[src/rtl/ceespu_sprite_fetcher.sv]
// ceespu_sprite_fetcher: per-line bitmap fetcher and pixel generator
// for one hardware sprite.
module ceespu_sprite_fetcher #(
    parameter int SPRITE_WIDTH  = 24,
    parameter int SPRITE_HEIGHT = 21,
    parameter int ADDR_WIDTH    = 16
) (
    input  logic                  clk,
    input  logic                  rst,
    input  logic [10:0]           x,
    input  logic [9:0]            y,
    input  logic                  new_x,
    input  logic                  new_y,
    input  logic                  sys_we,
    input  logic [1:0]            sys_addr,
    input  logic [15:0]           sys_data,
    output logic                  mem_req,
    output logic [ADDR_WIDTH-1:0] mem_addr,
    input  logic                  mem_ack,
    input  logic [7:0]            mem_data,
    output logic                  active,
    output logic                  pixel_on
);

    typedef enum logic [1:0] {IDLE, FETCH, DONE} state_t;

    state_t state;

    logic [10:0]             sh_x;
    logic [9:0]              sh_y;
    logic [ADDR_WIDTH-1:0]   sh_base;
    logic                    sh_en;

    logic [10:0]             cur_x;
    logic [SPRITE_WIDTH-1:0] stage;
    logic                    stage_valid;
    logic [SPRITE_WIDTH-1:0] disp_row;
    logic                    line_valid;
    logic [1:0]              byte_idx;

    logic [9:0]              next_row;
    logic [11:0]             row_off;
    logic                    start;
    logic [10:0]             dx;
    logic                    in_box;
    logic [SPRITE_WIDTH-1:0] shifted;

    // Row of the sprite needed on the next line, and its byte offset.
    always_comb begin
        next_row = y + 10'd1 - sh_y;
        row_off  = {2'b00, next_row} * 12'd3;
        start    = sh_en && (next_row < 10'(SPRITE_HEIGHT));
        dx       = x - cur_x;
        in_box   = line_valid && (dx < 11'(SPRITE_WIDTH));
        shifted  = disp_row << dx[4:0];
    end

    // CPU-visible shadow registers.
    always_ff @(posedge clk) begin
        if (rst) begin
            sh_x    <= '0;
            sh_y    <= '0;
            sh_base <= '0;
            sh_en   <= 1'b0;
        end else if (sys_we) begin
            unique case (sys_addr)
                2'd0: sh_x    <= sys_data[10:0];
                2'd1: sh_y    <= sys_data[9:0];
                2'd2: sh_base <= ADDR_WIDTH'(sys_data);
                2'd3: sh_en   <= sys_data[0];
            endcase
        end
    end

    // Line swap and three-byte fetch of the next row.
    always_ff @(posedge clk) begin
        if (rst) begin
            state       <= IDLE;
            mem_req     <= 1'b0;
            mem_addr    <= '0;
            byte_idx    <= 2'd0;
            stage       <= '0;
            stage_valid <= 1'b0;
            disp_row    <= '0;
            line_valid  <= 1'b0;
            cur_x       <= '0;
        end else if (new_y) begin
            disp_row    <= stage;
            line_valid  <= stage_valid;
            stage_valid <= 1'b0;
            cur_x       <= sh_x;
            byte_idx    <= 2'd0;
            if (start) begin
                state    <= FETCH;
                mem_addr <= sh_base + ADDR_WIDTH'(row_off);
                // An aborted fetch leaves the request low for one cycle.
                mem_req  <= (state != FETCH);
            end else begin
                state   <= IDLE;
                mem_req <= 1'b0;
            end
        end else begin
            unique case (state)
                FETCH: begin
                    if (!mem_req) begin
                        mem_req <= 1'b1;
                    end else if (mem_ack) begin
                        unique case (byte_idx)
                            2'd0:    stage[23:16] <= mem_data;
                            2'd1:    stage[15:8]  <= mem_data;
                            default: stage[7:0]   <= mem_data;
                        endcase
                        if (byte_idx == 2'd2) begin
                            mem_req     <= 1'b0;
                            stage_valid <= 1'b1;
                            state       <= DONE;
                        end else begin
                            byte_idx <= byte_idx + 2'd1;
                            mem_addr <= mem_addr + ADDR_WIDTH'(1);
                        end
                    end
                end
                default: ;
            endcase
        end
    end

    // Per-pixel box test and bitmap bit select.
    always_ff @(posedge clk) begin
        if (rst) begin
            active   <= 1'b0;
            pixel_on <= 1'b0;
        end else if (new_x) begin
            active   <= in_box;
            pixel_on <= in_box && shifted[SPRITE_WIDTH-1];
        end
    end

endmodule

[config.mk]
export PLATFORM = sky130hd
export DESIGN_NAME = ceespu_sprite_fetcher
export DESIGN_NICKNAME = d
export VERILOG_FILES = /design/src/rtl/ceespu_sprite_fetcher.sv
export SDC_FILE = /design/constraint.sdc
export NUM_CORES = 1
export LEC_CHECK = 0
export BUFFER_PORTS_ARGS = -buffer_cell sky130_fd_sc_hd__buf_2
export CAP_MARGIN = 20
export CELL_PAD_IN_SITES_DETAIL_PLACEMENT = 0
export CELL_PAD_IN_SITES_GLOBAL_PLACEMENT = 1
export CORE_ASPECT_RATIO = 1.1
export CORE_MARGIN = 1.5
export CORE_UTILIZATION = 45
export CTS_CLUSTER_DIAMETER = 30
export DETAILED_ROUTE_END_ITERATION = 12
export PLACE_DENSITY_LB_ADDON = 0.1
export SYNTH_ARGS = -nofsm -noshare
export SYNTH_HDL_FRONTEND = slang
export SYNTH_SLANG_ARGS = --single-unit
[constraint.sdc]
create_clock -name clk -period 5.6 [get_ports clk]
set_input_delay 0.28 -clock clk [delete_from_list [all_inputs] [get_ports clk]]
set_output_delay 0.28 -clock clk [all_outputs]
set_load 0.005 [all_outputs]
Yosys cells after proc, flatten, opt, wreduce, memory -nomap -nowiden
Index checks and enable logic that the tools add are counted.
{"block": "word_totals", "ff_bits": 122, "inputBits": 53, "out_inout_bits": 19, "word_cells": 79}
{"block": "classes", "n_addsub": 6, "n_mul": 1, "magnitude_cmp": 2, "n_eq_ne": 9, "shifts": 1, "n_mux": 18, "bitwise_logic": 3, "n_reduce_logical": 22}
{"op": "2-to-1 mux 16 bit", "n": 6}
{"op": "<< shifter 24 x 5 -> 24 bit", "n": 1}
{"op": "AND reduction 5 bit", "n": 4}
{"op": "adder 16 x 1 -> 16 bit, second input constant", "n": 1}
{"op": "adder 16 x 12 -> 16 bit", "n": 1}
{"op": "multiplier 10 x 2 -> 12 bit, second input constant", "n": 1}
{"op": "AND reduction 4 bit", "n": 3}
{"op": "less-than comparator 11 x 5 -> 1 bit, second input constant", "n": 1}
{"op": "subtractor 11 bit", "n": 1}
{"op": "adder 10 x 1 -> 10 bit, second input constant", "n": 1}
{"op": "less-than comparator 10 x 5 -> 1 bit, second input constant", "n": 1}
{"op": "2-to-1 mux 2 bit", "n": 5}
{"op": "subtractor 10 bit", "n": 1}
{"op": "AND reduction 2 bit", "n": 4}
{"op": "nonzero test 2 bit", "n": 4}
{"op": "2-to-1 mux 1 bit", "n": 7}
{"op": "equality test 2 x 1 -> 1 bit, second input constant", "n": 3}
{"op": "equality test 2 bit, second input constant", "n": 3}
{"op": "zero test 2 bit", "n": 2}
{"op": "inequality test 2 x 1 -> 1 bit, second input constant", "n": 2}
{"op": "OR reduction 2 bit", "n": 2}
{"op": "logical AND 1 bit", "n": 3}
{"op": "NOT 1 bit", "n": 3}
{"op": "adder 2 x 1 -> 2 bit, second input constant", "n": 1}
{"op": "inequality test 2 bit, second input constant", "n": 1}

Longest topological paths before layout
Gate-level depths: netlist of the first run.
{"block": "depth", "depth_word": 6, "mapped_depth": 20, "ltp_nobuf": 20}

Worst setup path before layout of the first run
Ideal clock, no wire load.
{"block": "synth_path", "kind": "input port to flip-flop", "start": "input y[1]", "end": "register mem_addr[11]", "setup_time_ns": 0.120, "t_arrival_ns": 4.223, "t_required_ns": 5.480, "setup_slack_ns": 1.257, "stages": 20, "path_buffers": 0, "cell_sequence": "inv_1 ha_1 inv_1 ha_1 fa_1 a211oi_2 o21bai_1 a21oi_2 xnor2_1 xor2_1 ha_1 a21o_1 ha_1 a211oi_1 nand2_1 or2_2 a31oi_1 xor2_1 nor2_1 o31a_1"}
{"block": "synth_between", "elab_chain_cells": 6, "elab_cells_between_ends": 10, "classes_between": "add/sub: 3; mul: 1; order compare: 1; eq/ne: 1; mux: 2; reduce/logical: 2"}
{"element": "from (decl)", "line_no": "11", "source": "input logic [9:0] y,"}
{"element": "adder 10 x 1 -> 10 bit (*)", "line_no": "50", "source": "next_row = y + 10'd1 - sh_y;"}
{"element": "subtractor 10 bit (*)", "line_no": "50"}
{"element": "multiplier 10 x 2 -> 12 bit / less-than comparator 10 x 5 -> 1 bit (equally long branches)", "line_no": "51, 52"}
{"element": "adder 16 x 12 -> 16 bit / logical AND 1 bit (equally long branches)", "line_no": "95, 52"}
{"element": "2-to-1 mux 16 bit / inequality test 2 x 1 -> 1 bit (equally long branches)"}
{"element": "2-to-1 mux 16 bit / AND reduction 5 bit (equally long branches)"}
{"element": "to (signal assigned)", "line_no": "95", "source": "mem_addr <= sh_base + ADDR_WIDTH'(row_off);"}
{"element": "to (signal assigned)", "line_no": "119", "source": "mem_addr <= mem_addr + ADDR_WIDTH'(1);"}
{"element": "to (decl)", "line_no": "18", "source": "output logic [ADDR_WIDTH-1:0] mem_addr,"}
Mark *: on every way between the ends. The rest lies on a longest branch, timed or not. The select of a mux whose other input is x is not followed.
A chain may end at the register's enable or synchronous reset.

Worst setup path in the final report of the first run
{"block": "layout_path", "start": "register sh_y[1]", "end": "register mem_addr[11]"}
{"block": "layout_between", "elab_chain_cells": 5, "elab_cells_between_ends": 9, "classes_between": "add/sub: 2; mul: 1; order compare: 1; eq/ne: 1; mux: 2; reduce/logical: 2"}
{"element": "from (decl)", "line_no": "30", "source": "logic [9:0] sh_y;"}
{"element": "from (signal assigned)", "line_no": "68", "source": "2'd1: sh_y <= sys_data[9:0];"}
{"element": "subtractor 10 bit (*)", "line_no": "50"}
{"element": "multiplier 10 x 2 -> 12 bit / less-than comparator 10 x 5 -> 1 bit (equally long branches)", "line_no": "51, 52"}
{"element": "adder 16 x 12 -> 16 bit / logical AND 1 bit (equally long branches)", "line_no": "95, 52"}
{"element": "2-to-1 mux 16 bit / inequality test 2 x 1 -> 1 bit (equally long branches)"}
{"element": "2-to-1 mux 16 bit / AND reduction 5 bit (equally long branches)"}
Marks and branches as above.

==> results of run 1 <==
report_power, final:
part | internal, mW | total, mW | switching, mW
Combinational | 0.256 | 0.624 | 0.368
Clock | 0.662 | 1.10 | 0.434
Sequential | 0.880 | 0.888 | 0.00787
Total | 1.80 | 2.61 | 0.810
path summary, 6_finish.rpt:
check	to	slack [ns]	cells after the start
hold / removal	sh_base[14]$_SDFFE_PP0P_	0.12	3
hold reg to reg	stage[21]$_SDFFE_PP0P_	0.45	2
setup / recovery	mem_addr[11]$_SDFFE_PP0P_	0.82	19
setup reg to reg	mem_addr[11]$_SDFFE_PP0P_	0.82	19
cells by family (layout without fill, tap and decap cells):
group	Yosys count	after routing
compound gates	162	162
xor+xnor	22	22
fa+ha+maj	59	59
buf+inv	78	150
flops	122	122
mux	80	80
simple gates	280	280
flip-flops by register name, summed over array words and instances, names as in the netlist, 2 cells and up:
register  count
mem_addr     16
sh_y         10
sh_base      16
stage        24
byte_idx      2
sh_x         11
state         2
disp_row     24
cur_x        11
stage by stage:
stage | util | hold slack, ns
global placement | 0.493 | 0.443
floorplan | - | 0.416
global route | 0.532 | 0.121
detailed placement | 0.493 | 0.447
CTS | 0.532 | 0.0984
finish | 0.532 | 0.122
synthesized netlist by cell type (9+ instances only):
library cell | instances | share of area
sky130_fd_sc_hd__a21oi_1 | 62 | 0.045
sky130_fd_sc_hd__nand3_1 | 15 | 0.011
sky130_fd_sc_hd__inv_1 | 43 | 0.023
sky130_fd_sc_hd__clkbuf_1 | 30 | 0.016
sky130_fd_sc_hd__a31oi_1 | 13 | 0.012
sky130_fd_sc_hd__a21o_1 | 9 | 0.0098
sky130_fd_sc_hd__nand2_1 | 92 | 0.050
sky130_fd_sc_hd__xor2_1 | 13 | 0.016
sky130_fd_sc_hd__o21ai_0 | 26 | 0.019
sky130_fd_sc_hd__xnor2_1 | 9 | 0.011
sky130_fd_sc_hd__and3_1 | 10 | 0.0090
sky130_fd_sc_hd__dfxtp_1 | 122 | 0.35
sky130_fd_sc_hd__ha_1 | 51 | 0.092
sky130_fd_sc_hd__nor3_1 | 10 | 0.0072
sky130_fd_sc_hd__mux2i_1 | 72 | 0.10
sky130_fd_sc_hd__nor2_1 | 104 | 0.056
worst max-delay path, cell delays in order (launching register included):
cell and delay [ns]:
sky130_fd_sc_hd__dfxtp_1 0.31, sky130_fd_sc_hd__ha_1 0.26, sky130_fd_sc_hd__inv_1 0.04, sky130_fd_sc_hd__ha_1 0.23, sky130_fd_sc_hd__fa_1 0.42, sky130_fd_sc_hd__a211oi_2 0.32
sky130_fd_sc_hd__o21bai_1 0.14, sky130_fd_sc_hd__a21oi_2 0.16, sky130_fd_sc_hd__xnor2_1 0.39, sky130_fd_sc_hd__xor2_1 0.17, sky130_fd_sc_hd__ha_1 0.23, sky130_fd_sc_hd__a21o_1 0.15
sky130_fd_sc_hd__ha_1 0.35, sky130_fd_sc_hd__a211oi_1 0.41, sky130_fd_sc_hd__nand2_1 0.11, sky130_fd_sc_hd__or2_2 0.29, sky130_fd_sc_hd__a31oi_1 0.20, sky130_fd_sc_hd__xor2_1 0.16
sky130_fd_sc_hd__nor2_1 0.05, sky130_fd_sc_hd__o31a_1 0.27
layout make-up:
type	instances	area share
Multi-Input combinational cell	603	0.522
Sequential cell	122	0.305
Clock buffer	17	0.0531
Timing Repair Buffer	76	0.0493
Tap cell	196	0.0306
Clock inverter	14	0.0201
Inverter	43	0.0201
per-layer routing:
metal | GRT usage | vias up | share of wire
li1 | - | 2928 | -
met5 | 0 | - | 0
met4 | 0.0680 | 0 | 0.012
met1 | 0.272 | 2822 | 0.44
met3 | 0.0454 | 22 | 0.028
met2 | 0.407 | 94 | 0.52
==> metrics list, run 1 <==
- The flow ran to the end, and the final reports show no timing, DRC or antenna violations.
- Measured slew at the worst slew-check pin: roughly 1.0 ns
- Using the TritonRoute via totals, the vias-per-cell ratio works out to about 5.5.
- The worst setup path is captured at a register.
* Setup Slack @ Placement: roughly 0.77 ns
- Count of different cell masters after synthesis: 65
* Post-Synth XOR/XNOR Area: 0.0278
* Main combinational cell family by area after synthesis: simple AND/OR/NAND/NOR gates
* Type of the worst setup path: reg -> reg
- From synthesis to final layout, the design area changed by 15.7%.
- The total overflow left after global routing is 0.
- Number of violations reported at the end of detailed-routing iteration 0: between 200 and 300
- In this run the count of I/O pins placed on the die edge is 72.
- TritonRoute pass-1 iters: 4
* Final hold violations: 0
* Placed wire-length estimate: ~13000 µm
- The floorplan step set the die width to 121 µm.
* Remaining antenna violation count: 0
* Total power density per cell area: between 300 and 400 nW/µm²
- For this run, the number of Yosys warnings is 0.
* Clock slew seen by the registers of the worst setup and hold paths: 0.06 ns
* Most common cell after layout, fill and taps aside: sky130_fd_sc_hd__dfxtp_1
- Setup violations remaining at the end of the flow were counted as 0.
* Avg Inst Size Synth: ~8.6 µm²
* Pins Over Slew Limit: 0
* Number of standard cells after synthesis: between 800 and 900
- In this run the post-CTS setup repair buffer count came out at 0.
* Initial core utilization: 0.460
- Final setup skew: between 0.007 and 0.008 ns
* # clock sinks: around 120
- The H-tree was split into 4 levels.
- Of the available clock period, the critical path in the final layout requires 0.853.
- The post-synthesis compound-gate area fraction is 0.149.
* Vias in the first global route: between 5000 and 6000
- The number of nets in the synthesized netlist is about 920.
* Count of input and output buffers: between 70 and 80
- In this run, post-CTS hold repair placed 0 buffers.
- IR analysis of the VDD net gives a maximum drop of about 0.00022 V.
* Arr. time, crit path: approximately 5.1 ns
- In the synthesized netlist the dominant register cell turns out to be sky130_fd_sc_hd__dfxtp_1.
- Post-detailed-routing wire length: 17400 µm
- Maximum capacitance violations: 0
* Clock insertion delay at the later pin of the skew report: about 0.42 ns
* Post-detailed-route wirelength per cell: 16.3 µm
* CTS-repair resized insts: 0
* Overall power: between 2 and 3 mW
- Along the worst path, the maximum fanout reaches 9.
* Max frequency: 209 MHz
- Portion of netlist area occupied by mux cells: 0.128
- Critical path required time: 5.91 ns
- Number of non-filler instances in the completed layout: between 1000 and 1500
* GRT Util Overall: 0.227
- Crit. Startpoint: sh_y[1]$_SDFFE_PP0P_
- TritonCTS built the clock tree.
* Cts bufs inserted: 17
- Critical path startpoint category: register
- Reg area: between 2000 and 2500 µm²
- The share of the Yosys chip area taken by registers is 0.353.
* Final RePlAce weighted congestion: 0.878
* Mapped Area: approximately 6900 µm²
- Largest net degree at the start of global routing: 72
- Of the cells placed in the final design, the portion with a size suffix greater than 1 is 0.151.
* Worst r2r src: sh_y[1]$_SDFFE_PP0P_
- Placed instance area: about 7400 µm²
* CTS Root Cell: sky130_fd_sc_hd__clkbuf_16
- Number of inserted diodes: 0
* First-pass GRT wire length: roughly 29000 µm
* Fillcell total: 1491
- For this design the static power due to leakage is approximately 3.3 nW.
* Basic-gate share of the synthesized area counting and, or, nand and nor cells: 0.183
- Synth Area in Adders: 0.115
- Leaving out fill and tap cells, the most frequent cells in the layout are sky130_fd_sc_hd__dfxtp_1 (122), sky130_fd_sc_hd__nor2_1 (104), sky130_fd_sc_hd__nand2_1 (92), sky130_fd_sc_hd__mux2i_1 (72), sky130_fd_sc_hd__buf_2 (70).
- Chip height: 133 µm
- Number of antenna violations at the first check in global routing: 0
* Fin Setup TNS: 0 ns
- After routing the design area is 8020 µm².
- Setup repair after global routing left no endpoint under its margin.
* Number of synthesized flops with an enable pin: 0
- In this run the worst hold path is classified as in -> reg.
- Num rows: 47
- DRC violation count after routing: 0
- Summing all multi-input logic gate instances after layout gives about 4200 µm².
- Synthesis inferred about 120 register bits.
- Tightest slew margin relative to the limit: 0.313
* Worst Min Path Start: sys_data[14]
* Number of nets at the end of the flow: between 900 and 1000
- Vias: around 5900
- The worst path meets setup with around 0.8 ns of slack.
- The die covers 16100 µm².
- Counting along the longest clock path gives a buffer depth of 2.
- Post-placement cell count: ~1000
* Async set-or-reset flop fraction in the synthesized netlist: 0
- The smallest clock period supported by the final layout is computed as approximately 4.8 ns.
* Area of the placeable core: ~15000 µm²
Note: power is estimated with default switching activity, not from simulation.
==> run 2: changes to the inputs <==
--- a/config.mk
+++ b/config.mk
@@ -5,7 +5,7 @@
 export SDC_FILE = /design/constraint.sdc
 export NUM_CORES = 1
 export LEC_CHECK = 0
-export BUFFER_PORTS_ARGS = -buffer_cell sky130_fd_sc_hd__buf_2
+export BUFFER_PORTS_ARGS = -buffer_cell sky130_fd_sc_hd__buf_4
 export CAP_MARGIN = 20
 export CELL_PAD_IN_SITES_DETAIL_PLACEMENT = 0
 export CELL_PAD_IN_SITES_GLOBAL_PLACEMENT = 1
==> metrics list, run 2 (synthesis results as in run 1) <==
* Outcome: completed
- Highest metal layer used by the detailed router: met4
- The number of hold buffers added after cts is 0 (unchanged).
* Length of routed met3 wiring: 616 µm (+26%)
- The number of buffers inserted to repair setup after CTS came to 0 (unchanged).
* Via density: 5.44 (-0.71%)
- The largest registers in the layout are disp_row (24), stage (24).
- Clock slew seen by the registers of the worst setup and hold paths: 0.06 ns (about the same)
* GRT Util Overall: 0.224 (-0.00291)
* First-pass GRT wire length: 28600 µm (-0.62%)
- Remaining antenna violation count: 0 (unchanged)
- Post-detailed-routing wire length: 17400 µm (-0.22%)
- Endpoints failing setup: 0 (unchanged)
- Share of cells above drive strength 1: 0.152 (+0.000969)
* Layout Area Growth over Synthesis: 18.5%
* CTS-repair resized insts: 0 (unchanged)
- The maximum number of pins on one net before global-route repair is 61 (-15%).
* Num rows: 47 (unchanged)
- The via count was 5830 (-0.61%).
- The max-cap check violation count is 0 (unchanged).
- DRC violation count after routing: 0 (unchanged)
* Leakage power of the design: 3.40 nW (+1.5%)
- The clock skew after layout was 0.00509 ns (-0.00230 ns).
- Remaining global-route overflow: 0 (unchanged)
- The cell depth of the worst hold path was 3 (unchanged).
- Clock insertion delay at the later pin of the skew report: 0.42 ns (about the same)
- The number of I/O pins is 72 (unchanged).
- Capturing element type of the critical path: register
* DR WL met2: 8760 µm (-2.5%)
- The critical path required time was 5.91 ns (about the same).
- Final RePlAce weighted congestion: 0.858 (-2.4%)
- The total count of hold-check failures in the final report came to 0 (unchanged).
- The CTS H-tree depth came to 4 (unchanged).
- The root buffer cell chosen for the clock tree is sky130_fd_sc_hd__clkbuf_16.
- Leaving out fill and tap cells, the most frequent cell in the layout is sky130_fd_sc_hd__dfxtp_1.
- Chip height: 133 µm (unchanged)
- Measured slew at the worst slew-check pin: 1.03 ns (+0.00674 ns)
- The arrival time at the worst endpoint was 5.04 ns (-0.05 ns).
- The total power density per cell area came to 323 nW/µm² (-0.75%).
- Number of violations reported at the end of detailed-routing iteration 0: 367 (+40%)
* Final clock period utilization by the worst path: 0.844 (-0.00924)
* Max frequency: 212 MHz (+1.1%)
- The worst setup path is launched from a register.
- Path depth of the worst reg2reg path: 19 (unchanged)
- Fillcell total: 1465 (-1.7%)
- The met1 wire length was 7700 µm (-0.30%).
* Placed instance area: 7600 µm² (+2.4%)
- Tightest slew margin relative to the limit: 0.308 (-0.00451)
- The minimum clock period came to 4.73 ns (-0.0517 ns).
* Post-detailed-route wirelength per cell: 16.2 µm (-0.31%)
- TritonCTS built the clock tree.
- Initial core utilization: 0.460 (unchanged)
- Final cell area excluding filler cells: 8210 µm² (+2.4%)
- Commonest non-fill, non-tap cells in the layout: sky130_fd_sc_hd__dfxtp_1 (122), sky130_fd_sc_hd__nor2_1 (104), sky130_fd_sc_hd__nand2_1 (92), sky130_fd_sc_hd__buf_4 (76), sky130_fd_sc_hd__mux2i_1 (72)
- The number of sinks handled by clock tree synthesis was 122 (unchanged).
- The number of diodes added for antenna fixing was 0 (unchanged).
- Die ar.: 16100 µm² (unchanged)
* Area of the placeable core: 15100 µm² (unchanged)
- The number of nets in the final layout is 975 (unchanged).
* Number of antenna violations at the first check in global routing: 0 (unchanged)
- Placed wire-length estimate: 12600 µm (-1.4%)
- The number of buffers created by CTS is 17 (unchanged).
- Type of the worst setup path: reg -> reg
* Worst IR Drop VDD: 0.000249 V (+13%)
* Setup repair after global routing missed its margin: no
- Fin Setup TNS: 0 ns (unchanged)
- Count of input and output buffers: 71 (unchanged)
- Maximum clock insertion buffer count: 2 (unchanged)
- Vias in the first global route: 5848 (-0.85%)
* Pins Over Slew Limit: 0 (unchanged)
- The min-delay analysis places its worst path in the category in -> reg.
* TritonRoute pass-1 iters: 4 (unchanged)
* Die width: 121 µm (unchanged)
- The largest driver fanout on the critical path is 9 (unchanged).
==> run 2: cell count changes in the layout (fill, tap and decap cells not counted), sizes merged <==
cell    before  now
inv         49   52
clkinv       4    2
==> run 2: power by group <==
| group | leakage [nW] | switching (mW) | internal (mW) | total (mW) |
|---|---|---|---|---|
| registers | 0.986 | 0.00807 | 0.880 | 0.888 |
| logic | 2.12 | 0.370 | 0.267 | 0.636 |
| clock network | 0.293 | 0.454 | 0.673 | 1.13 |
==> run 2: area by class of cell <==
cell class	count	area [µm²]	share of cell area
clock inverters	15	180	0.0219
clock buffers	17	425	0.0518
inverters	43	161	0.0197
multi-input cells	603	4180	0.510
repair buffers	76	571	0.0695
well taps	196	245	0.0299
flip-flops and latches	122	2440	0.298
==> run 2: metal layers <==
| metal | global-route usage | vias to the layer above |
|---|---|---|
| met4 | 0.0699 | 0 |
| met2 | 0.396 | 97 |
| li1 | - | 2947 |
| met5 | 0 | - |
| met1 | 0.270 | 2765 |
| met3 | 0.0492 | 21 |
==> run 2: worst max-delay path, cell delays in order, from the launching register on <==
cell and delay, ns:
sky130_fd_sc_hd__dfxtp_1 0.31, sky130_fd_sc_hd__ha_1 0.26, sky130_fd_sc_hd__inv_1 0.04, sky130_fd_sc_hd__ha_1 0.23, sky130_fd_sc_hd__fa_1 0.42, sky130_fd_sc_hd__a211oi_2 0.31
sky130_fd_sc_hd__o21bai_1 0.14, sky130_fd_sc_hd__a21oi_2 0.17, sky130_fd_sc_hd__xnor2_1 0.39, sky130_fd_sc_hd__xor2_1 0.15, sky130_fd_sc_hd__ha_1 0.22, sky130_fd_sc_hd__a21o_1 0.15
sky130_fd_sc_hd__ha_1 0.34, sky130_fd_sc_hd__a211oi_1 0.37, sky130_fd_sc_hd__nand2_1 0.12, sky130_fd_sc_hd__or2_2 0.29, sky130_fd_sc_hd__a31oi_1 0.19, sky130_fd_sc_hd__xor2_1 0.16
sky130_fd_sc_hd__nor2_1 0.05, sky130_fd_sc_hd__o31a_1 0.27
==> run 2: final timing paths <==
path / from / to / slack (ns)
setup reg to reg: sh_y[1]$_SDFFE_PP0P_ / mem_addr[11]$_SDFFE_PP0P_ / 0.87
hold / removal: sys_data[14] / sh_base[14]$_SDFFE_PP0P_ / 0.11
hold reg to reg: stage[22]$_SDFFE_PP0P_ / stage[22]$_SDFFE_PP0P_ / 0.46
setup / recovery: sh_y[1]$_SDFFE_PP0P_ / mem_addr[11]$_SDFFE_PP0P_ / 0.87
==> run 2: metrics by stage <==
stage	cells	hold slack [ns]	util	setup slack, ns	power [mW]
floorplan	803	0.416	-	1.26	1.38
finish	1072	0.114	0.545	0.873	2.65
global placement	1040	0.442	0.505	0.927	1.53
global route	1072	0.108	0.545	0.588	2.79
CTS	1072	0.107	0.545	0.903	2.67
detailed placement	1040	0.449	0.505	0.867	1.54
